==> config.mk <==
export PLATFORM = sky130hd
export DESIGN_NAME = instr_encoder
export DESIGN_NICKNAME = d
export VERILOG_FILES = /design/src/rtl/instr_encoder_pkg.sv /design/src/rtl/instr_encoder_pack.sv /design/src/rtl/instr_encoder.sv
export SDC_FILE = /design/constraint.sdc
export NUM_CORES = 1
export LEC_CHECK = 0
export ABC_AREA = 1
export BUFFER_PORTS_ARGS = -buffer_cell sky130_fd_sc_hd__buf_2
export CORE_MARGIN = 3
export CORE_UTILIZATION = 53
export CTS_BUF_LIST = sky130_fd_sc_hd__clkbuf_4 sky130_fd_sc_hd__clkbuf_8 sky130_fd_sc_hd__clkbuf_16
export DETAILED_ROUTE_END_ITERATION = 8
export PLACE_DENSITY = 0.79
export SLEW_MARGIN = 20
export SYNTH_ARGS = -nofsm -noshare
export SYNTH_HDL_FRONTEND = slang
export SYNTH_HIERARCHICAL = 1
export SYNTH_SLANG_ARGS = --single-unit
==> constraint.sdc <==
create_clock -name clk -period 6.2 [get_ports clk]
set_input_delay 0.62 -clock clk [delete_from_list [all_inputs] [get_ports clk]]
set_output_delay 0.62 -clock clk [all_outputs]
set_load 0.01 [all_outputs]
==> src/rtl/instr_encoder_pkg.sv <==
// Shared encodings for the instruction encoder, decoder and bench.
// Mnemonic, cmd, op and shift codes, field positions, FSM states.
package instr_encoder_pkg;

    typedef enum logic [2:0] {
        MN_ADD = 3'b000,
        MN_SUB = 3'b001,
        MN_AND = 3'b010,
        MN_ORR = 3'b011,
        MN_CMP = 3'b100,
        MN_LSL = 3'b101,
        MN_LSR = 3'b110,
        MN_MEM = 3'b111
    } mnem_e;

    localparam logic [3:0] CMD_AND = 4'b0000;
    localparam logic [3:0] CMD_SUB = 4'b0010;
    localparam logic [3:0] CMD_ADD = 4'b0100;
    localparam logic [3:0] CMD_CMP = 4'b1010;
    localparam logic [3:0] CMD_ORR = 4'b1100;
    localparam logic [3:0] CMD_MOV = 4'b1101;
    localparam logic [3:0] CMD_MEM = 4'b1100;

    localparam logic [1:0] OP_DP  = 2'b00;
    localparam logic [1:0] OP_MEM = 2'b01;

    localparam logic [1:0] SH_LSL = 2'b00;
    localparam logic [1:0] SH_LSR = 2'b01;

    localparam logic [3:0] COND_NV = 4'b1111;

    localparam int COND_LSB = 28;
    localparam int OP_LSB   = 26;
    localparam int I_BIT    = 25;
    localparam int CMD_LSB  = 21;
    localparam int S_BIT    = 20;
    localparam int RN_LSB   = 16;
    localparam int RD_LSB   = 12;
    localparam int SRC2_LSB = 0;

    typedef enum logic [1:0] {
        ST_IDLE   = 2'd0,
        ST_ENCODE = 2'd1,
        ST_WRITE  = 2'd2,
        ST_FULL   = 2'd3
    } state_e;

    typedef struct packed {
        mnem_e      mnem;
        logic [3:0] cond;
        logic       s;
        logic       imm_en;
        logic       load;
        logic [3:0] rn;
        logic [3:0] rd;
        logic [3:0] rm;
        logic [7:0] imm;
        logic [4:0] shamt;
    } req_t;

    function automatic logic is_illegal(req_t r);
        logic shift_imm;
        logic mem_reg;
        shift_imm = (r.mnem == MN_LSL || r.mnem == MN_LSR) && r.imm_en;
        mem_reg   = (r.mnem == MN_MEM) && !r.imm_en;
        return shift_imm || mem_reg || (r.cond == COND_NV);
    endfunction

endpackage

==> src/rtl/instr_encoder_pack.sv <==
// Combinational assembly of one 32-bit instruction word
// from a captured request; holds no state.
import instr_encoder_pkg::*;

module instr_encoder_pack (
    input  req_t        i_req,
    output logic [31:0] o_word
);

    logic [1:0]  w_op;
    logic        w_i;
    logic [3:0]  w_cmd;
    logic        w_s;
    logic [3:0]  w_rn;
    logic [3:0]  w_rd;
    logic [11:0] w_src2;
    logic [11:0] w_src2_imm;
    logic [11:0] w_src2_reg;

    assign w_src2_imm = {4'b0000, i_req.imm};
    assign w_src2_reg = {i_req.shamt, SH_LSL, 1'b0, i_req.rm};

    always_comb begin
        w_op   = OP_DP;
        w_i    = i_req.imm_en;
        w_cmd  = CMD_ADD;
        w_s    = i_req.s;
        w_rn   = i_req.rn;
        w_rd   = i_req.rd;
        w_src2 = i_req.imm_en ? w_src2_imm : w_src2_reg;
        unique case (i_req.mnem)
            MN_ADD: w_cmd = CMD_ADD;
            MN_SUB: w_cmd = CMD_SUB;
            MN_AND: w_cmd = CMD_AND;
            MN_ORR: w_cmd = CMD_ORR;
            MN_CMP: begin
                w_cmd = CMD_CMP;
                w_s   = 1'b1;
                w_rd  = 4'd0;
            end
            MN_LSL, MN_LSR: begin
                w_cmd  = CMD_MOV;
                w_i    = 1'b0;
                w_s    = 1'b0;
                w_rn   = 4'd0;
                w_src2 = {i_req.shamt,
                          (i_req.mnem == MN_LSR) ? SH_LSR : SH_LSL,
                          1'b0, i_req.rm};
            end
            MN_MEM: begin
                w_op   = OP_MEM;
                w_i    = 1'b0;
                w_cmd  = CMD_MEM;
                w_s    = i_req.load;
                w_src2 = w_src2_imm;
            end
        endcase
    end

    always_comb begin
        o_word                     = '0;
        o_word[COND_LSB +: 4]      = i_req.cond;
        o_word[OP_LSB +: 2]        = w_op;
        o_word[I_BIT]              = w_i;
        o_word[CMD_LSB +: 4]       = w_cmd;
        o_word[S_BIT]              = w_s;
        o_word[RN_LSB +: 4]        = w_rn;
        o_word[RD_LSB +: 4]        = w_rd;
        o_word[SRC2_LSB +: 12]     = w_src2;
    end

endmodule

==> src/rtl/instr_encoder.sv <==
// Request-driven instruction encoder writing words to instruction memory.
// Optional legality checking is enabled by defining ENC_CHECK_EN.
import instr_encoder_pkg::*;

module instr_encoder #(
    parameter int ADDR_W = 8,
    parameter int DEPTH  = 64
) (
    input  logic              clk,
    input  logic              rst,
    input  logic              clear,
    input  logic              req_valid,
    output logic              req_ready,
    input  logic [2:0]        req_mnem,
    input  logic [3:0]        req_cond,
    input  logic              req_s,
    input  logic              req_imm_en,
    input  logic              req_load,
    input  logic [3:0]        req_rn,
    input  logic [3:0]        req_rd,
    input  logic [3:0]        req_rm,
    input  logic [7:0]        req_imm,
    input  logic [4:0]        req_shamt,
    output logic              imem_we,
    output logic [ADDR_W-1:0] imem_addr,
    output logic [31:0]       imem_wdata,
    input  logic              imem_ready,
    output logic [6:0]        word_count,
    output logic              full,
    output logic              err_illegal
);

    state_e            r_state;
    state_e            w_next;
    req_t              r_req;
    req_t              w_req;
    logic [31:0]       r_word;
    logic [31:0]       w_word;
    logic [ADDR_W-1:0] r_addr;
    logic [6:0]        r_count;
    logic [6:0]        w_count_inc;
    logic              w_accept;
    logic              w_done;

    assign w_req = '{mnem: mnem_e'(req_mnem), cond: req_cond,
                     s: req_s, imm_en: req_imm_en,
                     load: req_load, rn: req_rn, rd: req_rd,
                     rm: req_rm, imm: req_imm, shamt: req_shamt};

    instr_encoder_pack u_pack (
        .i_req  (r_req),
        .o_word (w_word)
    );

    assign req_ready   = (r_state == ST_IDLE) && !clear && !rst;
    assign w_accept    = req_valid && req_ready;
    assign w_done      = (r_state == ST_WRITE) && imem_ready;
    assign w_count_inc = r_count + 7'd1;

    assign imem_we     = (r_state == ST_WRITE) && !rst;
    assign imem_addr   = r_addr;
    assign imem_wdata  = r_word;
    assign word_count  = r_count;
    assign full        = (r_state == ST_FULL);

`ifdef ENC_CHECK_EN
    logic r_illegal;
    logic r_err;

    assign err_illegal = r_err;

    always_ff @(posedge clk or posedge rst) begin
        if (rst) begin
            r_illegal <= 1'b0;
            r_err     <= 1'b0;
        end else if (w_accept) begin
            r_illegal <= is_illegal(w_req);
            if (is_illegal(w_req)) r_err <= 1'b1;
        end
    end
`else
    logic r_illegal;

    assign r_illegal   = 1'b0;
    assign err_illegal = 1'b0;
`endif

    always_comb begin
        w_next = r_state;
        if (clear) begin
            w_next = ST_IDLE;
        end else begin
            unique case (r_state)
                ST_IDLE:   if (w_accept) w_next = ST_ENCODE;
                ST_ENCODE: w_next = r_illegal ? ST_IDLE : ST_WRITE;
                ST_WRITE: begin
                    if (imem_ready)
                        w_next = (w_count_inc == 7'(DEPTH)) ? ST_FULL : ST_IDLE;
                end
                ST_FULL:   w_next = ST_FULL;
            endcase
        end
    end

    always_ff @(posedge clk or posedge rst) begin
        if (rst) begin
            r_state <= ST_IDLE;
            r_req   <= '0;
            r_word  <= '0;
            r_addr  <= '0;
            r_count <= '0;
        end else begin
            r_state <= w_next;
            if (w_accept) r_req <= w_req;
            if (r_state == ST_ENCODE) r_word <= w_word;
            // clear wins over a completing write so the word is dropped
            if (clear) begin
                r_addr  <= '0;
                r_count <= '0;
            end else if (w_done) begin
                r_addr  <= r_addr + ADDR_W'(4);
                r_count <= w_count_inc;
            end
        end
    end

endmodule
# ---- Word level (Yosys, flattened, before mapping)
# Cells that the tools add are included.
dict set report op_classes {
  addsub 2
  n_eq_ne 13
  mux 18
  n_reduce_logical 14
}
# operator count
set ops {}
lappend ops {{12-bit one-hot mux with 2 select lines} 1}
lappend ops {{4-bit one-hot mux with 6 select lines} 1}
lappend ops {{8-bit two-way mux} 2}
lappend ops {{7-bit two-way mux} 2}
lappend ops {{3-bit equality test, second input constant} 4}
lappend ops {{12-bit two-way mux} 1}
lappend ops {{8-bit by 3-bit adder with 8-bit output, second input constant} 1}
lappend ops {{2-bit two-way mux} 4}
lappend ops {{4-bit two-way mux} 2}
lappend ops {{2-bit one-hot mux with 4 select lines} 1}
lappend ops {{7-bit by 1-bit adder with 7-bit output, second input constant} 1}
lappend ops {{7-bit equality test, second input constant} 1}
lappend ops {{3-bit by 2-bit equality test with 1-bit output, second input constant} 2}
lappend ops {{3-bit inequality test, second input constant} 2}
lappend ops {{1-bit logical AND} 5}
lappend ops {{2-bit equality test, second input constant} 2}
lappend ops {{2-bit OR reduction} 2}
lappend ops {{3-bit by 1-bit equality test with 1-bit output, second input constant} 1}
lappend ops {{3-bit logical NOT} 1}
lappend ops {{1-bit two-way mux} 3}
lappend ops {{1-bit one-hot mux with 3 select lines} 1}
lappend ops {{3-bit OR reduction} 1}
lappend ops {{2-bit by 1-bit equality test with 1-bit output, second input constant} 1}
lappend ops {{1-bit logical NOT} 2}
lappend ops {{3 further kinds} 3}
dict set report totals {
  register_bits 84
  input_bits 40
}

# ---- Logic depth before layout (Yosys ltp)
dict set report depth {
  ltp_word 7
  ltp_mapped 11
}

# ---- Modules after synthesis
# The synthesis kept the hierarchy.
# mod n_inst cells_each area_each_um2 seq_area_each_um2
set modules_own_cells {}
lappend modules_own_cells {instr_encoder 1 338 3403.3 2052.0}
lappend modules_own_cells {instr_encoder_pack 1 107 525.5 0.0}

# ---- Worst setup path after synthesis
# OpenSTA, ideal clock, no wires.
dict set report synth_timing {
  path_type {input to register}
  start {in rst}
  end {reg r_req[0] (netlist name)}
  setup_ps 66
  arrival_time_ps 3154
  path_slack_ps 2980
  cell_stages 6
  n_path_buf 1
  path_cell_list {inv_1 -> nand4_4 -> inv_2 -> buf_4 -> nand2_1 -> nand2_1}
}
dict set report synth_via {
  elab_chain_len 3
}
# element line_no
set synth_rtl {}
lappend synth_rtl {{start: declaration} instr_encoder.sv:10} ;# input logic rst,
lappend synth_rtl {{1-bit logical NOT (no line)} n/a}
lappend synth_rtl {{1-bit logical AND} instr_encoder.sv:55} ;# assign req_ready = (r_state == ST_IDLE) && !clear && !rst;
lappend synth_rtl {{1-bit logical AND} instr_encoder.sv:56} ;# assign w_accept = req_valid && req_ready;
lappend synth_rtl {{end signal: assignment} instr_encoder.sv:114} ;# if (w_accept) r_req <= w_req;
lappend synth_rtl {{end: declaration} instr_encoder.sv:35} ;# req_t r_req;
# Every way passes these cells.
# A chain may end at the register's enable or synchronous reset.

# ---- Worst setup path in the final report
dict set report layout_timing {
  start {reg r_state[0]}
  end {reg r_state[0]}
}
dict set report layout_via {
  elab_chain_len 6
}
# element line_no
set layout_rtl {}
lappend layout_rtl {{start: declaration} instr_encoder.sv:33} ;# state_e r_state;
lappend layout_rtl {{start signal: assignment} instr_encoder.sv:113} ;# r_state <= w_next;
lappend layout_rtl {{2-bit logical NOT} {instr_encoder.sv:55, instr_encoder.sv:93}}
lappend layout_rtl {{1-bit logical AND (2 in a row)} instr_encoder.sv:55}
lappend layout_rtl {{1-bit logical AND} instr_encoder.sv:56}
lappend layout_rtl {{3-bit inequality test (no line)} n/a}
lappend layout_rtl {{2-bit AND reduction (no line)} n/a}
# Several ways; a longest one is shown, not always the timed one.

==> metrics.txt <==
status complete, no violations; GRT Total Usage 0.212; most frequent cells after synthesis 176 x nand2_1, 82 x dfrtp_1, 30 x mux2_1, 28 x inv_1, 28 x nand3_1; Final min period 2.17 ns; Primary FF master, synth dfrtp_1; Antenna Cells 0; Die Height 92.1 um; critical path data arrival time approximately 2.4 ns; post-CTS sizing 0; Synth Warn # 6; Total Wirelength 8560 um; final hold vios 0; hold path depth 3; max-slew violation count 0; Mapped Cells 445; Core Area 0.00698 mm^2; count leader, synth nand2_1; Starting Density 0.563; clock-pin slew on the worst setup and hold paths approximately 0.090 ns; crit-path max FO 36; DR vias/cell 5.09; EDFF count, synth 0; DP Worst Slack 3.80 ns; Die X 92.1 um; Remaining DRCs 0; gpl congestion 0.825; # IOs 91; Final Instance Area 0.00452 mm^2; Tightest Pin Transition 0.737 ns; Min-Delay Path Class in -> reg; CP max stage delay 0.66 ns; Unique masters post-synth 29; Async SR Flop Fraction 1.00; I/O Buffers between 80 and 90; initial DRC count ~210; root buffer cell clkbuf_8; antenna-violating nets left 0; Hold-fix buffers, CTS 0; initial antenna violation count 0; grt ovf 0; Reg-to-Reg Start r_state[0]; Area growth syn-to-layout 15.1%; Crit Reg-Reg Endpoint r_state[0]; sum of negative setup slack 0 ns; Final Skew 0.0148 ns; Synth Register Bits slightly above 80; reg-to-reg setup timing slack 4.03 ns; CP Launch Type flop; Routed wire per std cell about 14 um; fin crit share 0.350; DP Area 0.00434 mm^2; Area contributors post-synth dfrtp_1 52%, nand2_1 17%, mux2_1 8.6%, nand3_1 3.6%, buf_4 2.7%; VDD IR max 162 uV; share of the synthesized area in the top cell type 0.522; Pleak 0.00250 uW; Post-Synthesis Cell Area 0.00393 mm^2; unrepaired setup endpoints after global routing false; dpl hpwl 6010 um; vias in the first global route 3059; Max-Cap Viols 0; TritonRoute pass-1 iters 5; routed vias 3177; Max Fclk 0.461 GHz; Final nets 566; power density cells about 440 mW/mm^2; final setup vio count 0; FF-to-FF path depth 5; CTS Buffer Depth 2; FP Rows 30; largest net degree at the start of global routing 83; Worst-Skew Late Latency between 0.3 and 0.4 ns; layout cells sized above 1 0.241; post-CTS setup buffer count 0; total power 1970 uW; crit path cell chain nor2_2 > nand4_4 > inv_2 > o211ai_1 > a21oi_1; final worst setup slack 4.03 ns; Syn Area/Cell between 8 and 9 um^2; global-route wire length before repair 14400 um; leading area contributor after synthesis dfrtp_1; CTS buffer count 9; Hold Crit Start req_load; Worst Hold Slack roughly 0.46 ns; clock sinks slightly above 80; CP Capture Type flop; relative slew slack 0.507; H-tree depth 3; hold path endpoint r_req[25]; crit path kind reg -> reg; register area share after synthesis 0.522; CTS tree done; Req. time, crit path between 6 and 7 ns; die area roughly 0.0085 mm^2; CP max-delay cell inv_2
## metrics by stage
step | util | instances
after CTS | 0.647 | 624
after floorplan | - | 447
after detailed placement | 0.622 | 608
after global routing | 0.648 | 624
after global placement | 0.622 | 608
final | 0.648 | 624
## per-layer routing
metal  part of all wire  routed length [um]  track usage  vias up
met5                  0                   0            0        -
met4              0.017                 144       0.0804        0
met3              0.066                 561       0.0336       15
met2               0.47                4040        0.336      120
met1               0.45                3820        0.295     1493
li1                   -                   -            -     1549
## where the power goes
part | internal (uW) | total (uW) | switching, uW
logic | 299 | 723 | 424
clock network | 147 | 353 | 205
registers | 745 | 895 | 149
total | 1190 | 1970 | 779
## cell usage in the layout (no fill, tap or decap), drive strengths merged
cell,instances
conb,4
nand3,28
nand4,6
ha,3
buf,89
clkinvlp,2
dfrtp,82
o21ai,11
nor3,6
nor2,27
nand2,179
a21oi,4
and3,2
clkbuf,9
xor2,1
inv,36
o211ai,3
clkinv,4
mux2,32
## worst max-delay path, delay by kind of cell (launching register included)
family / cells / cell delay (ns)
AO/OA/AOI/OAI: 2 / 0.28
AND/OR/NAND/NOR: 2 / 0.68
flip-flops: 1 / 0.45
buffers and inverters: 1 / 0.66
## logic make-up after synthesis
family,after synthesis,share of synthesized area
other,2,0.00191
AO/OA/AOI/OAI,18,0.0248
flip-flops,82,0.522
adder cells (fa/ha/maj),3,0.00956
buffers and inverters,59,0.0755
XOR/XNOR,1,0.00223
multiplexers,32,0.0917
AND/OR/NAND/NOR,248,0.272
## state kept, by name, summed over array words and instances, names as in the netlist
register	flops
imem_addr	6
imem_wdata	32
r_req	35
r_state	2
word_count	7
## area by class of cell
class / instances / area [um^2]
well taps: 96 / 120
fillers: 597 / 2460
clock inverters: 7 / 51.3
inverters: 35 / 133
flip-flops and latches: 82 / 2050
multi-input cells: 306 / 1590
clock buffers: 9 / 124
repair buffers: 89 / 454
## worst max-delay path by stage
stage | slack [ns] | start | end | cells after the start
2_1_floorplan | 2.98 | rst | r_req[0] | 6
3_3_place_gp | 3.85 | clear | r_state[0] | 6
3_5_place_dp | 3.80 | clear | r_state[0] | 6
4_1_cts | 4.02 | r_state[0] | r_state[0] | 5
5_1_grt | 3.80 | r_state[0] | r_state[0] | 5
6_report | 4.03 | r_state[0] | r_state[0] | 5
Power figures use the tool's default switching activity.
